**src/rtl/seg7_pkg.sv**
```systemverilog
// Shared constants and types for the 8-digit seven-segment scan driver.
package seg7_pkg;

    localparam int         NUM_DIGITS = 8;
    localparam logic [6:0] SEG_OFF    = 7'h7F;
    localparam logic [7:0] AN_OFF     = 8'hFF;

    typedef logic [2:0] digit_idx_t;

    // Active-low {CA..CG} patterns for hex digits 0..F.
    localparam logic [6:0] HEX7 [16] = '{
        7'b0000001, 7'b1001111, 7'b0010010, 7'b0000110,
        7'b1001100, 7'b0100100, 7'b0100000, 7'b0001111,
        7'b0000000, 7'b0000100, 7'b0001000, 7'b1100000,
        7'b0110001, 7'b1000010, 7'b0110000, 7'b0111000
    };

endpackage

```
**src/rtl/hex_to_7seg.sv**
```systemverilog
// Combinational nibble to active-low seven-segment pattern.
module hex_to_7seg
    import seg7_pkg::*;
(
    input  logic [3:0] nibble,
    output logic [6:0] seg
);

    assign seg = HEX7[nibble];

endmodule

```
**src/rtl/seg7_scan_driver.sv**
```systemverilog
// Time-multiplexed 8-digit common-anode display driver with frame-coherent
// snapshot, per-digit enable and optional leading-zero blanking.
//
// state (idx) | meaning
// 0..7        | digit idx is being refreshed; advances when div hits its last count
module seg7_scan_driver
    import seg7_pkg::*;
#(
    parameter int REFRESH_DIV = 100000
) (
    input  logic        clock,
    input  logic        reset,
    input  logic [31:0] value,
    input  logic [7:0]  digit_en,
    input  logic        blank_lz,
    output logic [6:0]  segments,
    output logic [7:0]  anodos
);

    localparam int               DIV_W    = (REFRESH_DIV > 1) ? $clog2(REFRESH_DIV) : 1;
    localparam logic [DIV_W-1:0] DIV_LAST = DIV_W'(REFRESH_DIV - 1);

    logic [DIV_W-1:0] div_q, div_d;
    digit_idx_t       idx_q, idx_d;
    logic [31:0]      snap_q, snap_d;
    logic [6:0]       seg_q, seg_d;
    logic [7:0]       an_q, an_d;

    logic             div_wrap;
    logic [7:0]       lead_zero;
    logic             dark;
    logic [3:0]       cur_nibble;
    logic [6:0]       cur_code;

    assign cur_nibble = snap_q[{idx_q, 2'b00} +: 4];

    hex_to_7seg u_hex_to_7seg (
        .nibble (cur_nibble),
        .seg    (cur_code)
    );

    always_comb begin
        div_wrap = (div_q == DIV_LAST);
        div_d    = div_wrap ? '0 : div_q + DIV_W'(1);
        idx_d    = div_wrap ? idx_q + digit_idx_t'(1) : idx_q;
        // New value is only taken at the frame boundary so a frame never tears.
        snap_d   = (div_wrap && idx_q == digit_idx_t'(NUM_DIGITS - 1)) ? value : snap_q;

        // Digit 0 always stays lit under the leading-zero rule.
        lead_zero = '0;
        for (int k = 1; k < NUM_DIGITS; k++) begin
            lead_zero[k] = ((snap_q >> (4 * k)) == 32'd0);
        end

        dark = !digit_en[idx_q] || (blank_lz && lead_zero[idx_q]);
        an_d  = dark ? AN_OFF  : ~(8'b1 << idx_q);
        seg_d = dark ? SEG_OFF : cur_code;
    end

    always_ff @(posedge clock) begin
        if (reset) begin
            div_q  <= '0;
            idx_q  <= '0;
            snap_q <= '0;
            seg_q  <= SEG_OFF;
            an_q   <= AN_OFF;
        end else begin
            div_q  <= div_d;
            idx_q  <= idx_d;
            snap_q <= snap_d;
            seg_q  <= seg_d;
            an_q   <= an_d;
        end
    end

    assign segments = seg_q;
    assign anodos   = an_q;

endmodule

```
**config.mk**
```make
export PLATFORM = sky130hd
export DESIGN_NAME = seg7_scan_driver
export DESIGN_NICKNAME = d
export VERILOG_FILES = /design/src/rtl/seg7_pkg.sv /design/src/rtl/hex_to_7seg.sv /design/src/rtl/seg7_scan_driver.sv
export SDC_FILE = /design/constraint.sdc
export NUM_CORES = 1
export LEC_CHECK = 0
export ABC_AREA = 1
export CORE_MARGIN = 10
export CORE_UTILIZATION = 46
export DETAILED_ROUTE_END_ITERATION = 16
export GPL_ROUTABILITY_DRIVEN = 0
export GPL_TIMING_DRIVEN = 0
export PLACE_DENSITY = 0.69
export REMOVE_ABC_BUFFERS = 1
export SKIP_LAST_GASP = 1
export SLEW_MARGIN = 25
export SYNTH_ARGS = -nofsm -noshare
export SYNTH_HDL_FRONTEND = slang
export SYNTH_SLANG_ARGS = --single-unit
```
**constraint.sdc**
```tcl
create_clock -name clock -period 3.7 [get_ports clock]
set_input_delay 1.11 -clock clock [delete_from_list [all_inputs] [get_ports clock]]
set_output_delay 1.11 -clock clock [all_outputs]
set_load 0.05 [all_outputs]
```
==> flow_metrics.env <==
export IMPL_status="finished clean"
export IMPL_drtPass1Iterations=4
export IMPL_num_vias=3206
export IMPL_worstHoldPathType="reg -> reg"
export IMPL_drive_above_1_share=0.0628
export IMPL_clockBufferDepth=2
export IMPL_timing_final_setup_violations=0
export IMPL_critPathKind="in -> reg"
export IMPL_met1Wirelength_um=3610
export IMPL_slew_headroom=0.345
export IMPL_core_rowCount=31
export IMPL_clock_latency_ps=350
export IMPL_initial_utilization=0.477
export IMPL_stdcell_area_um2=4250
export IMPL_post_cts_buffers=0
export IMPL_track_usage=0.143
export IMPL_core_um2=7330
export IMPL_drt_total_wl_um=8070
export IMPL_synth_flop_cell="dfxtp_1"
export IMPL_max_freq_mhz=340
export IMPL_drc=0
export IMPL_reg2reg_slack_ps=910
export IMPL_first_iter_violations=99
export IMPL_antenna_found_initial=0
export IMPL_slowest_stage="inv_1"
export IMPL_avgSynthCellArea_um2=6.76
export IMPL_worst_pin_slew_ps=981
export IMPL_cts_root_buffer="clkbuf_8"
export IMPL_synth_compound_area_frac=0.0672
export IMPL_path_delay_family="buffers and inverters"
export IMPL_fin_crit_sh=0.795
export IMPL_setup_tns_ps=0
export IMPL_finalHoldViolCount=0
export IMPL_grt_max_degree=37
export IMPL_startpoint_type="input port"
export IMPL_cp_arrival_ps=3230
export IMPL_dieArea_um2=11500
export IMPL_fillers=721
export IMPL_p_per_area_nw_per_um2=338
export IMPL_ys_ff_latch=67
export IMPL_cp_buffers_inverters=3
export IMPL_synth_seq_area_share=0.383
export IMPL_synthAdderAreaFrac=0.0465
export IMPL_highest_signal_layer="met4"
export IMPL_cts_sinks=67
export IMPL_ys_warnings_count=0
export IMPL_crit_path_end_kind="flop"
export IMPL_drv_cap=0
export IMPL_p_total_w=0.00144
export IMPL_netlist_instances=518
export IMPL_synth_area_mux_share=0
export IMPL_cts_tree="yes"
export IMPL_area_growth_pct=21.5
export IMPL_cts_clk_slew_worst_paths_ps=70
export IMPL_period_minus_slack_ps=2940
export IMPL_synthTopCellsByArea="dfxtp_1, nand2_1, nor2_1"
export IMPL_dr_wl_met3_um=450
export IMPL_fin_skew_ps=6.69
export IMPL_ys_async_sr_fraction=0
export IMPL_path_cells="clkdlybuf4s50_1 -> inv_1 -> nand2_1 -> inv_1 -> nand2_1 -> nor2_1"
export IMPL_rr_endpoint="segments[6]"
export IMPL_hold_path_depth=1
export IMPL_die_x_um=107
export IMPL_yosys_area_share_simple=0.385
export IMPL_rsz0062_at_grt="no"
export IMPL_max_stage_delay_ps=690
export IMPL_vdd_ir_drop_worst_mv=0.198
export IMPL_synth_enable_flop_cells=0
export IMPL_cp_max_fo=36
export IMPL_hp_start="div_q[0]"
export IMPL_fp_dieH_um=107
export IMPL_leakagePower_nw=1.82
export IMPL_synth_most_common_cell="nand2_1"
export IMPL_grt_pass1_vias=3101
export IMPL_syn_area_um2=3500
export IMPL_required_ps=3980
export IMPL_gr_total_overflow=0
export IMPL_synth_top_area_frac=0.383
export IMPL_wire_per_inst_um=12.0
export IMPL_diodes=0
export IMPL_io_buffer_count=57
export IMPL_synthTopCellsByCount="nand2_1, nor2_1, dfxtp_1"
export IMPL_dp_hpwl_um=5930
export IMPL_hold_buffers=0
export IMPL_crit_reg2reg_launch="idx_q[0]"
export IMPL_synth_distinct_cells=34
export IMPL_synth_xor_area_share=0.0125
export IMPL_ioPinCount=58
export IMPL_nets=624
export IMPL_numCtsBuffers=9
export IMPL_hold_end="div_q[0]"
export IMPL_synth_top_cell_by_area="dfxtp_1"
export IMPL_synth_top_family_by_area="simple AND/OR/NAND/NOR gates"
export IMPL_post_dp_cell_area_um2=4060
export IMPL_final_max_slew_viol_count=0
export IMPL_ant_nets=0
export IMPL_dr_wl_met2_um=3900
export IMPL_cts_resized=0
export IMPL_r2r_cells=12
export IMPL_viasPerCell=4.77
export IMPL_ctsHtreeMaxLevel=3
export IMPL_grt_pass1_wl_um=13600
## state kept, by name, summed over array words and instances (netlist names)
| register | cells |
|---|---|
| anodos | 8 |
| segments | 7 |
| idx_q | 3 |
| snap_q | 32 |
| div_q | 17 |
## worst max-delay path by stage
stage | slack, ps | cells after the start | to | startpoint
2_1_floorplan | 1510 | 5 | div_q[3] | reset
3_3_place_gp | 480 | 6 | div_q[3] | reset
3_5_place_dp | 390 | 6 | div_q[3] | reset
4_1_cts | 740 | 6 | div_q[3] | reset
5_1_grt | 510 | 6 | div_q[3] | reset
6_report | 760 | 6 | div_q[3] | reset
## power by group
part	internal, W	switching (W)
sequential	0.000728	0.00000292
clock	0.000326	0.000281
combinational	0.0000555	0.0000443
## placed cells by master, fill, tap and decap left out, drive strengths merged, types with 2 or more instances in the layout
master,n
nand2,127
nor2,111
dfxtp,67
inv,62
clkdlybuf4s50,57
nand3,51
o21ai,35
ha,13
clkbuf,11
nor3,10
a21oi,8
or2,4
xor2,3
clkinv,3
nand4,3
xnor2,2
## routing by layer
layer  global-route usage  up-vias
met5                    0        -
met4               0.0571        0
met3               0.0359       10
met2                0.250       74
met1                0.162     1415
li1                     -     1707
## layout make-up
class,count,area (µm²),share of cell area
inverter,62,233,0.0548
multi-input combinational,371,1790,0.421
tap,99,124,0.0291
sequential,67,1340,0.316
timing repair buffer,57,571,0.134
clock buffer,11,141,0.0333
clock inverter,5,52.6,0.0124
## cell families (layout without fill, tap and decap cells)
family          after synthesis  count (layout)
flops                        67              67
xor+xnor                      5               5
compound gates               45              45
buf+inv                      80             135
fa+ha+maj                    13              13
simple gates                308             308
## through the flow
| step | util | hold slack, ps | setup slack, ps | instances |
|---|---|---|---|---|
| final | 0.580 | 462 | 758 | 672 |
| after global routing | 0.580 | 495 | 513 | 672 |
| after CTS | 0.580 | 461 | 736 | 672 |
| after detailed placement | 0.553 | 441 | 387 | 656 |
| after global placement | 0.553 | 429 | 484 | 656 |
| after floorplan | - | 418 | 1510 | 500 |
Note: power is estimated with default switching activity, not from simulation.
